[src/rtl/dot_product_stream.sv]
// ----------------------------------------------------------------------------
// dot_product_stream
//   Sequential dot-product engine. Element pairs (a_i, b_i) arrive one beat at
//   a time, a single MAC accumulates a_i*b_i, and the unsigned sum plus the
//   vector length are presented on a result stream.
//
//   Handshake (both streams): a transfer happens on a rising clock edge where
//   valid & ready are both 1. A producer holds valid and its payload stable
//   until the transfer. Ready never depends on valid. Payload is sampled only
//   on a transfer, so it may be X at any other time.
//
// Ports
//   clk        in   1      rising-edge clock
//   rst_n      in   1      asynchronous active-low reset
//   in_valid   in   1      element pair valid
//   in_ready   out  1      engine accepts a pair (low while a result is held)
//   in_a       in   W      element a_i (unsigned)
//   in_b       in   W      element b_i (unsigned)
//   in_last    in   1      final element of the vector
//   out_valid  out  1      result valid, held until accepted
//   out_ready  in   1      consumer accepts the result
//   out_data   out  RES_W  sum(a_i*b_i)
//   out_len    out  CNT_W  beats in the vector (1..LEN)
// ----------------------------------------------------------------------------
module dot_product_stream #(
    parameter int W     = 8,
    parameter int LEN   = 8,
    parameter int RES_W = 2*W + $clog2(LEN),
    parameter int CNT_W = $clog2(LEN+1)
) (
    input  logic             clk,
    input  logic             rst_n,
    input  logic             in_valid,
    output logic             in_ready,
    input  logic [W-1:0]     in_a,
    input  logic [W-1:0]     in_b,
    input  logic             in_last,
    output logic             out_valid,
    input  logic             out_ready,
    output logic [RES_W-1:0] out_data,
    output logic [CNT_W-1:0] out_len
);

    typedef enum logic [1:0] {
        IDLE = 2'd0,  // no vector in progress
        ACC  = 2'd1,  // vector in progress
        DONE = 2'd2   // result presented
    } state_t;

    state_t           state;
    logic [RES_W-1:0] acc;
    logic [CNT_W-1:0] cnt;

    logic             beat;
    logic [2*W-1:0]   prod;
    logic [RES_W-1:0] acc_base;
    logic [CNT_W-1:0] cnt_base;
    logic [RES_W-1:0] acc_next;
    logic [CNT_W-1:0] cnt_next;
    logic             term;

    // One bubble per vector: the engine refuses input while a result is held.
    assign in_ready = (state != DONE);
    assign beat     = in_valid & in_ready;

    always_comb begin
        prod     = in_a * in_b;
        // A beat in IDLE starts a fresh vector, so it ignores any stale acc/cnt.
        acc_base = (state == IDLE) ? '0 : acc;
        cnt_base = (state == IDLE) ? '0 : cnt;
        acc_next = acc_base + {{(RES_W-2*W){1'b0}}, prod};
        cnt_next = cnt_base + {{(CNT_W-1){1'b0}}, 1'b1};
        // in_last on the LEN-th beat is a single termination, not two.
        term     = in_last | (cnt_next == CNT_W'(LEN));
    end

    always_ff @(posedge clk or negedge rst_n) begin
        if (!rst_n) begin
            state     <= IDLE;
            acc       <= '0;
            cnt       <= '0;
            out_valid <= 1'b0;
            out_data  <= '0;
            out_len   <= '0;
        end else begin
            case (state)
                IDLE, ACC: begin
                    if (beat) begin
                        acc <= acc_next;
                        cnt <= cnt_next;
                        if (term) begin
                            state     <= DONE;
                            out_valid <= 1'b1;
                            out_data  <= acc_next;
                            out_len   <= cnt_next;
                        end else begin
                            state <= ACC;
                        end
                    end
                end
                DONE: begin
                    // out_data/out_len keep their value after acceptance; they
                    // are only meaningful while out_valid is high.
                    if (out_ready) begin
                        state     <= IDLE;
                        out_valid <= 1'b0;
                        acc       <= '0;
                        cnt       <= '0;
                    end
                end
                default: begin
                    state     <= IDLE;
                    out_valid <= 1'b0;
                    acc       <= '0;
                    cnt       <= '0;
                end
            endcase
        end
    end

endmodule
[config.mk]
export PLATFORM = sky130hd
export DESIGN_NAME = dot_product_stream
export DESIGN_NICKNAME = d
export VERILOG_FILES = /design/src/rtl/dot_product_stream.sv
export SDC_FILE = /design/constraint.sdc
export NUM_CORES = 1
export LEC_CHECK = 0
export BUFFER_PORTS_ARGS = -buffer_cell sky130_fd_sc_hd__clkbuf_2
export CORE_AREA = 2 2 97 99
export DETAILED_ROUTE_END_ITERATION = 16
export DIE_AREA = 0 0 99 101
export GPL_TIMING_DRIVEN = 1
export PLACE_DENSITY_LB_ADDON = 0.3
export SKIP_LAST_GASP = 1
export SLEW_MARGIN = 20
export SYNTH_ARGS = -nofsm -noshare
export SYNTH_HDL_FRONTEND = slang
export SYNTH_SLANG_ARGS = --single-unit
[constraint.sdc]
create_clock -name clk -period 6.68 [get_ports clk]
set_clock_uncertainty 0.05 [all_clocks]
set_input_delay 1.336 -clock clk [delete_from_list [all_inputs] [get_ports clk]]
set_output_delay 1.336 -clock clk [all_outputs]
set_load 0.05 [all_outputs]
== Word level (Yosys, flattened, before mapping) ==
Index checks and enable logic that the tools add are counted.
Storage, ports and cells
  register bits: 49
  input bits: 21
Operators by class
  add/sub/neg operators: 2
  $mul: 1
  equal/unequal tests: 7
  muxes and demuxes: 16
  bitwise gates (word level): 2
  reduce and logical (&&, ||, !) cells: 5
Operator list (count)
  2-to-1 mux 19 bit: 3
  case mux 19 bit (2 select lines): 1
  adder 19 x 16 -> 19 bit: 1
  multiplier 8 x 8 -> 16 bit: 1
  2-to-1 mux 4 bit: 3
  inequality test 2 bit (second input constant): 4
  case mux 4 bit (2 select lines): 1
  2-to-1 mux 2 bit: 3
  AND reduction 3 bit: 2
  adder 4 x 1 -> 4 bit (second input constant): 1
  == test 4 bit (second input constant): 1
  case mux 2 bit (2 select lines): 1
  2-to-1 mux 1 bit: 3
  == test 2 x 1 -> 1 bit (second input constant): 1
  == test 2 bit (second input constant): 1
  zero test 2 bit: 1
  case mux 1 bit (2 select lines): 1
  AND reduction 2 bit: 1
  OR reduction 2 bit: 1
  AND 1 bit: 1
  bitwise OR 1 bit: 1

== Longest topological paths before layout ==
Gate-level depths: netlist (run 1).
  depth in word-level cells: 8
  gate-level depth with buffers: 20
  depth with buffers taken out: 18

== Worst setup path after synthesis (run 1) ==
OpenSTA, ideal clock, no wires.
  path kind: input-to-reg
  start: input port in_b[1]
  end: register out_data[17]
  arrival: 5.247 ns
  data required time: 6.505 ns
  path slack: 1.258 ns
  cell stages on the path: 16
  cells stage by stage: clkbuf_1 -> nand2_1 -> fa_1 -> inv_1 -> fa_1 -> inv_1 -> fa_1 -> fa_1 -> inv_1 -> ha_1 -> o21a_1 -> o31a_4 -> o311ai_4 -> o211ai_1 -> xor2_1 -> mux2_2
On the way
  cells in the longest elaborated chain, start to end: 2
RTL lines
  start, declared: line 36  | input logic [W-1:0] in_b,
  multiplier 8 x 8 -> 16 bit: line 67  | prod = in_a * in_b;
  adder 19 x 16 -> 19 bit: line 71  | acc_next = acc_base + {{(RES_W-2*W){1'b0}}, prod};
  end signal, assigned: line 94  | out_data <= acc_next;
  end, declared: line 40  | output logic [RES_W-1:0] out_data,
Every way passes these cells.
A chain may end at the register's enable or synchronous reset.

== Final worst setup path (run 1) ==
  start: input port in_a[5]
  end: register out_data[17]
On the way
  cells in the longest elaborated chain, start to end: 2
RTL lines
  start, declared: line 35  | input logic [W-1:0] in_a,
  multiplier 8 x 8 -> 16 bit: line 67
  adder 19 x 16 -> 19 bit: line 71
Every way passes these cells.

==> results of run 1 <==
## how the worst max path moves through the flow
stage	from	end	slack, ns	cells after the start
floorplan	in_b[1]	out_data[17]$_DFFE_PN0P_	1.26	16
global placement	in_a[4]	out_data[17]$_DFFE_PN0P_	1.07	15
detailed placement	in_a[5]	out_data[18]$_DFFE_PN0P_	1.03	15
CTS	in_a[5]	out_data[17]$_DFFE_PN0P_	1.35	15
global route	in_a[5]	out_data[18]$_DFFE_PN0P_	1.15	15
finish	in_a[5]	out_data[17]$_DFFE_PN0P_	1.32	15
## tightest hold or removal path: stages (launching register included)
cell	delay, ns
dfrtp_1	0.35
nand2_1	0.05
nand2_1	0.06
## state kept, by name, indices dropped and copies added, names as in the netlist
signal	count
acc	19
cnt	4
out_data	19
out_len	4
out_valid	1
state	2
## stage by stage
stage | setup slack [ns] | hold WS [ns]
2_1_floorplan | 1.26 | 0.392
3_3_place_gp | 1.07 | 0.412
3_5_place_dp | 1.03 | 0.420
4_1_cts | 1.35 | 0.443
5_1_grt | 1.15 | 0.464
6_report | 1.32 | 0.434
## cell usage in the layout (no fill, tap or decap), types with 2 or more instances in the layout
cell,instances
nand4_1,2
buf_4,4
and2_1,49
nand3_1,3
a22o_1,15
inv_1,84
mux2_2,6
a21oi_1,16
xor2_1,11
o211ai_1,2
xnor2_1,4
nor3_1,2
o21a_1,4
a21o_1,4
dfrtp_1,49
nand2_1,90
a211oi_1,2
clkbuf_8,5
o21ai_0,17
nor2b_1,3
nor2_1,11
nand4b_1,2
clkbuf_2,45
o21ai_1,3
mux2i_1,2
nand2b_1,3
ha_1,42
bufinv_16,2
fa_1,50
## kinds of logic (layout without fill, tap and decap cells)
kind of cell	after synthesis	count (layout)	synth area share (%)
buf+inv	99	141	7.97
simple gates	173	173	17.8
mux	9	9	2.17
fa+ha+maj	92	92	32.3
flops	49	49	25.9
xor+xnor	15	15	2.78
compound gates	72	72	11.1
## where the power goes
part / switching [W] / internal (W)
combinational: 0.000974 / 0.000564
clock: 0.000103 / 0.000151
sequential: 0.0000575 / 0.000394
## per-layer routing
layer / vias up / part of all wire [%]
li1: 1690 / -
met1: 1680 / 47
met2: 78 / 48
met3: 12 / 4.0
met4: 0 / 1.5
met5: - / 0
## layout make-up
| cell class | instances | area share, % |
|---|---|---|
| Multi-Input combinational cell | 361 | 60.1 |
| Inverter | 84 | 6.06 |
| Clock inverter | 3 | 1.32 |
| Clock buffer | 5 | 1.32 |
| Sequential cell | 49 | 23.6 |
| Timing Repair Buffer | 49 | 4.91 |
| Tap cell | 111 | 2.67 |
==> impl_metrics.py, run 1 <==
metrics = {
    "finish": {
        "final_cells": 662,
        "area_delta_synth_final_pct": 9.95,
        "nets": 663,
        "fin_util_pct": 57.9,
        "diodes": 0,
        "register_area_sq_um": 1230,
        "fillers": 775,
        "drive_gt1_share_pct": 12.9,
        "multi_input_area_sq_um": 3130,
        "stdcell_area_sq_um": 5200,
    },
    "logic_synthesis": {
        "synthCells": 509,
        "synth_area_sq_um": 4730,
        "synth.area.top_cells": "dfrtp_1 26%, fa_1 21%, ha_1 11%",
        "seq_area_frac_synth_pct": 25.9,
        "yosysWarnings": 0,
        "synth_top_area_share_pct": 25.9,
        "async_reset_ff_share_pct": 100,
        "synth_enable_flop_cells": 0,
        "synth_top_cell_by_area": "dfrtp_1",
        "synth_cell_types": 45,
        "syn_area_per_cell_sq_um": 9.29,
        "ys_seq_elements": 49,
        "synthTopCellsByCount": "90 x nand2_1, 84 x inv_1, 50 x fa_1",
        "synthesis.nets": 622,
        "ys.flop_type": "dfrtp_1",
        "synth_most_common_cell": "nand2_1",
    },
    "detailed_routing": {
        "drt_iter0_markers": 166,
        "viasPerCell": 5.23,
        "wirelength_um": 9870,
        "wl_per_cell_um": 14.9,
        "drc": 0,
        "ant_nets": 0,
        "dr.pass1.iters": 4,
        "via_count": 3460,
    },
    "sta": {
        "layout_min_cycle_time_ns": 5.36,
        "layout_worst_path_cycle_share_pct": 80.3,
        "hold_violations": 0,
        "relSlewSlack_pct": 43.5,
        "final-max-slew-violation-count": 0,
        "tightest_slew_ns": 0.847,
        "rsz0062_at_grt": "false",
        "setup_viol": 0,
        "setup_tns_ns": 0,
        "max_freq_mhz": 187,
    },
    "clocking": {
        "tritoncts": "built",
        "postCtsSetupBuffers": 0,
        "clkTransAtPathRegs_ns": 0.09,
        "cts_inserted_buffers": 5,
        "htreeDepth": 2,
        "cts_hold_buf": 0,
        "clock_latency_ns": 0.31,
        "cts_max_path_buffers": 2,
        "clock_sinks": 49,
        "cts-resized-gates": 0,
        "cts_root_buf": "clkbuf_8",
    },
    "global_route": {
        "grtUsageMet3_pct": 2.43,
        "grt_pass1_wl_um": 17700,
        "grt_usage_pct": 21.7,
        "overflow": 0,
        "globalRoute.busiestLayer": "met2",
        "grt_max_degree": 50,
        "use_met2_pct": 35.8,
        "grt_pass1_vias": 3645,
        "grt_antenna_before_repair": 0,
        "use_met1_pct": 31.1,
    },
    "min_path": {
        "hp-start": "out_len[3]$_DFFE_PN0P_",
        "holdPathEnd": "out_len[3]$_DFFE_PN0P_",
        "hold-path-cell-count": 2,
        "hp-class": "flip-flop to flip-flop",
    },
    "critical_path": {
        "cpMostUsedCell": "fa_1",
        "crit_family": "adder cells",
        "cpMaxStageDelayCell": "fa_1",
        "critPathMaxFanout": 8,
        "rr_startpoint": "state[1]$_DFFE_PN0P_",
        "r2r_slack_ns": 1.83,
        "path_class": "primary input to flip-flop",
        "cp.required_ns": 6.82,
        "slowest_delay_ns": 0.54,
        "path_buf_inv": 3,
        "path_cells": "clkbuf_2 -> and2_1 -> fa_1 -> fa_1 -> fa_1 -> inv_1 -> fa_1 -> inv_1 -> ha_1 -> a21oi_1 -> o211ai_1 -> nand4b_1 -> o211ai_1 -> xor2_1 -> mux2_2",
        "start_kind": "primary input",
        "ff2ff_path_depth": 16,
        "end_kind": "flip-flop",
        "r2r-end": "out_data[18]$_DFFE_PN0P_",
        "cp.arrival_ns": 5.50,
    },
    "pwr": {
        "powerDensity_nw_per_um2": 432,
        "peakVddDrop_mv": 0.373,
        "power_w": 0.00224,
        "p_leak_nw": 2.77,
    },
    "job": {
        "maxCapViolations": 0,
    },
    "placed_design": {
        "io_buffers": 45,
        "dp_hpwl_um": 7970,
        "globalplace.congestion": 0.927,
        "dpl_cell_area_sq_um": 5060,
        "dpl.cell_count": 654,
    },
    "floorplanning": {
        "fp.dieW_um": 99,
        "top_level_ports": 46,
        "die_h_um": 101,
        "num_rows": 35,
        "die_area_sq_um": 10000,
        "core_area_sq_um": 8980,
        "start_util_pct": 52.7,
    },
    "outcome": {
        "status": "finished, final reports clean",
    },
}
(Power assumes the default switching activity.)
==> run 2: changes to the inputs <==
==> constraint.sdc (replaced) <==
create_clock -name clk -period 5.45 [get_ports clk]
set_clock_uncertainty 0.05 [all_clocks]
set_input_delay 1.09 -clock clk [delete_from_list [all_inputs] [get_ports clk]]
set_output_delay 1.09 -clock clk [all_outputs]
set_load 0.05 [all_outputs]
==> run 2 against run 1 <==
  * Largest power group unchanged
  * Highest routed layer unchanged
  * Count of clock-buffer cells in the layout unchanged
  * Cell count increased by 1.5%
  * First-iteration DRC count fell by 20%
==> impl_metrics.py, run 2 (synthesis gave the netlist of run 1 again) <==
metrics = {
    "critical_path": {
        "path_cells": "clkbuf_2 -> and2_1 -> fa_1 -> fa_1 -> fa_1 -> inv_1 -> fa_1 -> inv_1 -> ha_1 -> and4_1 -> a32oi_1 -> a21oi_1 -> a211oi_1 -> xor2_1 -> mux2_2",
        "cp.required_ns": 5.60,
        "r2r-end": "out_data[15]$_DFFE_PN0P_",
        "rr_startpoint": "state[1]$_DFFE_PN0P_",
        "crit_path_end": "out_data[18]$_DFFE_PN0P_",
        "ff2ff_path_depth": 19,
        "cp.arrival_ns": 5.22,
        "end_kind": "flip-flop",
        "cpMaxStageDelayCell": "fa_1",
        "r2r_slack_ns": 0.63,
        "path_class": "primary input to flip-flop",
        "cpMostUsedCell": "fa_1",
        "slowest_delay_ns": 0.54,
        "crit_start": "in_a[5]",
        "critPathMaxFanout": 8,
        "start_kind": "primary input",
    },
    "sta": {
        "setup_tns_ns": 0,
        "relSlewSlack_pct": 46.5,
        "max_freq_mhz": 197,
        "rsz0062_at_grt": "false",
        "setup_viol": 0,
        "tightest_slew_ns": 0.802,
        "layout_min_cycle_time_ns": 5.08,
        "hold_violations": 0,
        "fin_ws_ns": 0.375,
        "final-max-slew-violation-count": 0,
        "layout_worst_path_cycle_share_pct": 93.1,
    },
    "clocking": {
        "clock_latency_ns": 0.31,
        "htreeDepth": 2,
        "tritoncts": "built",
        "cts_root_buf": "clkbuf_8",
        "clock_sinks": 49,
        "cts-resized-gates": 0,
        "cts_inserted_buffers": 5,
        "postCtsSetupBuffers": 0,
        "clkTransAtPathRegs_ns": 0.09,
        "cts_hold_buf": 0,
        "cts_max_path_buffers": 2,
    },
    "floorplanning": {
        "core_area_sq_um": 8980,
        "top_level_ports": 46,
        "die_area_sq_um": 10000,
        "start_util_pct": 52.7,
        "num_rows": 35,
        "die_h_um": 101,
        "fp.dieW_um": 99,
    },
    "finish": {
        "area_delta_synth_final_pct": 10.6,
        "diodes": 0,
        "final_cell_mix": "90 x nand2_1, 84 x inv_1, 50 x fa_1, 49 x and2_1, 49 x dfrtp_1",
        "reg_top3": "acc (19), out_data (19)",
        "nets": 673,
        "register_area_sq_um": 1230,
        "multi_input_area_sq_um": 3130,
        "layout_commonest_cell": "nand2_1",
        "fillers": 797,
        "drive_gt1_share_pct": 14.4,
    },
    "detailed_routing": {
        "wirelength_um": 10000,
        "viasPerCell": 5.29,
        "drt_iter0_markers": 132,
        "via_count": 3558,
        "ant_nets": 0,
        "drc": 0,
        "drt-met1-wl_um": 4740,
        "maxUsedRoutingLayer": "met4",
        "wl_per_cell_um": 14.9,
        "route.met3.wl_um": 342,
        "dr.pass1.iters": 4,
        "met2_length_um": 4750,
    },
    "global_route": {
        "grt_pass1_wl_um": 18200,
        "grt_max_degree": 50,
        "overflow": 0,
        "grt_usage_pct": 22.6,
        "grt_antenna_before_repair": 0,
        "grt_pass1_vias": 3751,
    },
    "placed_design": {
        "dpl_worst_slack_ns": 0.0842,
        "dp_hpwl_um": 8060,
        "globalplace.congestion": 0.893,
        "io_buffers": 45,
    },
    "pwr": {
        "peakVddDrop_mv": 0.461,
        "p_leak_nw": 2.80,
        "power_w": 0.00272,
        "powerDensity_nw_per_um2": 520,
    },
    "min_path": {
        "hp-class": "flip-flop to flip-flop",
    },
    "job": {
        "maxCapViolations": 0,
    },
    "outcome": {
        "status": "finished, final reports clean",
    },
}
[run 2: power breakdown]
part	switching (W)	total, W	internal [W]
Sequential	0.0000706	0.000554	0.000483
Clock	0.000129	0.000220	0.0000913
Combinational	0.00120	0.00195	0.000745
[run 2: worst min path at each step]
| stage | from | end | slack [ns] | depth (start not counted) |
|---|---|---|---|---|
| 2_1_floorplan | acc[12]$_DFFE_PN0P_ | acc[12]$_DFFE_PN0P_ | 0.39 | 2 |
| 3_3_place_gp | out_len[1]$_DFFE_PN0P_ | out_len[1]$_DFFE_PN0P_ | 0.41 | 2 |
| 3_5_place_dp | out_len[3]$_DFFE_PN0P_ | out_len[3]$_DFFE_PN0P_ | 0.42 | 2 |
| 4_1_cts | out_len[3]$_DFFE_PN0P_ | out_len[3]$_DFFE_PN0P_ | 0.44 | 2 |
| 5_1_grt | acc[17]$_DFFE_PN0P_ | acc[17]$_DFFE_PN0P_ | 0.47 | 1 |
| 6_report | out_len[3]$_DFFE_PN0P_ | out_len[3]$_DFFE_PN0P_ | 0.43 | 2 |
[run 2: stage by stage]
stage,cell area [sq um],util (%),hold slack [ns],std cells
floorplan,4730,-,0.392,509
detailed placement,5140,57.2,0.418,664
global route,5230,58.2,0.466,672
CTS,5230,58.2,0.441,672
global placement,5140,57.2,0.412,664
finish,5230,58.2,0.431,672
[run 2: layout make-up]
| class | count | share of cell area, % |
|---|---|---|
| clock buffer | 5 | 1.32 |
| inverter | 84 | 6.03 |
| tap | 111 | 2.66 |
| sequential | 49 | 23.5 |
| multi-input combinational | 361 | 59.8 |
| timing repair buffer | 59 | 6.32 |
| clock inverter | 3 | 0.431 |
[run 2: routing by layer]
metal  global-route usage, %  up-vias
met5                       0        -
met4                    5.37        0
met3                    2.29       15
met2                    37.0       78
met1                    32.6     1755
li1                        -     1710
[run 2: critical path, delay by kind of cell]
family | cells | cell delay [ns]
xor gates and xnor gates | 1 | 0.13
and+or+nand+nor | 2 | 0.43
buffers and inverters | 3 | 0.25
muxes | 1 | 0.27
AOI/OAI and AO/OA | 3 | 0.60
adders and majority gates | 5 | 2.45
==> run 3: changes to the inputs <==
--- a/config.mk
+++ b/config.mk
@@ -11,6 +11,7 @@
 export DIE_AREA = 0 0 99 101
 export GPL_TIMING_DRIVEN = 1
 export PLACE_DENSITY_LB_ADDON = 0.3
+export SETUP_SLACK_MARGIN = 0.5
 export SKIP_LAST_GASP = 1
 export SLEW_MARGIN = 20
 export SYNTH_ARGS = -nofsm -noshare
==> run 3 against run 2 <==
  * Power increased by 8.4%
  * Count of clock-buffer cells in the layout unchanged
  * Setup slack improved by 0.22 ns
  * Wire length increased by 4.6%
  * Non-clock buffer count decreased by 6
  * Register-to-register slack improved by 0.16 ns
  * Sequential share of layout area decreased by 0.88 points
  * Via count increased by 1.4%
  * Combinational power increased by 9.7%
  * Critical path type unchanged
  * Final area increased by 3.9%
  * Sequential cell count unchanged
==> impl_metrics.py, run 3 (synthesis gave the netlist of run 1 again) <==
metrics = {
    "sta": {
        "relSlewSlack_pct": 43.7,
        "fin_ws_ns": 0.596,
        "final-max-slew-violation-count": 0,
        "hold_violations": 0,
        "max_freq_mhz": 206,
        "setup_viol": 0,
        "layout_min_cycle_time_ns": 4.85,
        "setup_tns_ns": 0,
        "whs_ns": 0.438,
        "tightest_slew_ns": 0.843,
        "layout_worst_path_cycle_share_pct": 89.1,
        "rsz0062_at_grt": "false",
    },
    "placed_design": {
        "dpl_worst_slack_ns": 0.0273,
        "dp_hpwl_um": 8370,
        "globalplace.congestion": 0.896,
        "io_buffers": 45,
    },
    "floorplanning": {
        "die_area_sq_um": 10000,
        "core_area_sq_um": 8980,
        "fp.dieW_um": 99,
        "num_rows": 35,
        "start_util_pct": 52.7,
        "die_h_um": 101,
        "top_level_ports": 46,
    },
    "pwr": {
        "power_frac_comb_pct": 72.4,
        "swShare_pct": 50.1,
        "p_seq_share_pct": 18.7,
        "power_switching_w": 0.00148,
        "p_leak_nw": 2.81,
        "peakVddDrop_mv": 0.368,
        "powerDensity_nw_per_um2": 543,
        "power_frac_clock_pct": 8.9,
        "internal_power_w": 0.00147,
    },
    "critical_path": {
        "cp.required_ns": 5.59,
        "end_kind": "flip-flop",
        "start_kind": "primary input",
        "critPathMaxFanout": 7,
        "r2r_slack_ns": 0.79,
        "path_class": "primary input to flip-flop",
        "r2r-end": "out_data[17]$_DFFE_PN0P_",
        "rr_startpoint": "state[1]$_DFFE_PN0P_",
        "ff2ff_path_depth": 16,
        "cp.arrival_ns": 4.99,
    },
    "global_route": {
        "overflow": 0,
        "grt_max_degree": 50,
        "grt_pass1_vias": 3773,
        "grt_usage_pct": 22.7,
        "grt_antenna_before_repair": 0,
        "grt_pass1_wl_um": 18200,
    },
    "finish": {
        "nets": 667,
        "layout_commonest_cell": "nand2_1",
        "area_delta_synth_final_pct": 14.9,
        "diodes": 0,
        "fin_util_pct": 60.5,
        "drive_gt1_share_pct": 19.8,
        "final_cell_mix": "83 x nand2_1, 81 x inv_1, 49 x dfrtp_1, 46 x and2_1, 45 x fa_1",
        "reg_top3": "acc (19), out_data (19)",
    },
    "clocking": {
        "htreeDepth": 2,
        "cts_inserted_buffers": 5,
        "clock_sinks": 49,
        "clkTransAtPathRegs_ns": 0.09,
        "clock_latency_ns": 0.31,
        "tritoncts": "built",
        "cts_max_path_buffers": 2,
        "cts_root_buf": "clkbuf_8",
    },
    "detailed_routing": {
        "drc": 0,
        "ant_nets": 0,
        "dr.pass1.iters": 4,
        "wirelength_um": 10500,
        "viasPerCell": 5.42,
        "drt_iter0_markers": 221,
        "via_count": 3607,
        "wl_per_cell_um": 15.7,
    },
    "job": {
        "maxCapViolations": 0,
    },
    "outcome": {
        "status": "finished, final reports clean",
    },
    "min_path": {
        "hp-start": "out_data[0]$_DFFE_PN0P_",
        "hold-path-cell-count": 2,
        "holdPathEnd": "out_data[0]$_DFFE_PN0P_",
        "hp-class": "flip-flop to flip-flop",
    },
}
-- run 3: changes by cell type in the layout (fill, tap and decap cells not counted), moves of 4 or more --
cell	previous run	this run
nand2_2	0	7
buf_6	0	4
clkbuf_2	45	32
nand2_1	90	83
ha_4	0	6
ha_1	42	34
fa_1	50	45
fa_2	0	5
-- run 3: cell type report --
| cell class | instances | area [sq um] |
|---|---|---|
| Fill cell | 781 | 3550 |
| Timing Repair Buffer | 53 | 348 |
| Multi-Input combinational cell | 361 | 3290 |
| Sequential cell | 49 | 1230 |
| Clock inverter | 3 | 43.8 |
| Tap cell | 111 | 139 |
| Clock buffer | 5 | 68.8 |
| Inverter | 84 | 315 |
-- run 3: how the worst max path moves through the flow --
| stage | from | slack (ns) | end |
|---|---|---|---|
| 2_1_floorplan | in_b[1] | 0.48 | out_data[17]$_DFFE_PN0P_ |
| 3_3_place_gp | in_a[5] | 0.09 | out_data[18]$_DFFE_PN0P_ |
| 3_5_place_dp | in_a[5] | 0.03 | out_data[18]$_DFFE_PN0P_ |
| 4_1_cts | in_b[5] | 0.51 | out_data[18]$_DFFE_PN0P_ |
| 5_1_grt | in_a[1] | 0.46 | out_data[17]$_DFFE_PN0P_ |
| 6_report | in_a[0] | 0.60 | out_data[17]$_DFFE_PN0P_ |
-- run 3: worst max-delay path, cell delays in order --
cell and delay, ns:
clkbuf_2 0.09, buf_4 0.16, and2_1 0.16, fa_2 0.39, fa_1 0.45, ha_1 0.29, inv_1 0.06, fa_1 0.54
inv_1 0.08, ha_4 0.26, nor2b_4 0.13, o31a_4 0.30, o311ai_4 0.35, o211ai_1 0.18, xor2_1 0.18, mux2_4 0.27
-- run 3: per-layer routing --
layer	track usage, %	part of all wire, %	vias to the layer above
met5	0	0	-
met4	6.43	1.5	0
met3	2.15	4.2	13
met2	39.8	50	91
met1	30.2	44	1804
li1	-	-	1699
-- run 3: power by group through the flow --
stage               combinational (W)  sequential [W]  clock [W]
finish                        0.00214        0.000553   0.000262
global route                  0.00238        0.000566   0.000281
CTS                           0.00207        0.000554   0.000270
detailed placement            0.00199        0.000560          0
global placement              0.00194        0.000556          0
floorplan                     0.00131        0.000758          0
-- run 3: metrics by stage --
stage,area [sq um],cells,total power (W)
floorplan,4800,509,0.00207
global placement,5130,657,0.00249
detailed placement,5130,657,0.00255
CTS,5300,665,0.00289
global route,5430,666,0.00322
finish,5430,666,0.00295
-- run 3: what timing repair did --
action                     4_1_cts  5_1_grt
pin swaps                        6       22
buffers inserted                 0        1
setup endpoints to repair        8       18
cloned                           0        0
hold buffers                     0        0
resized for setup               10       66
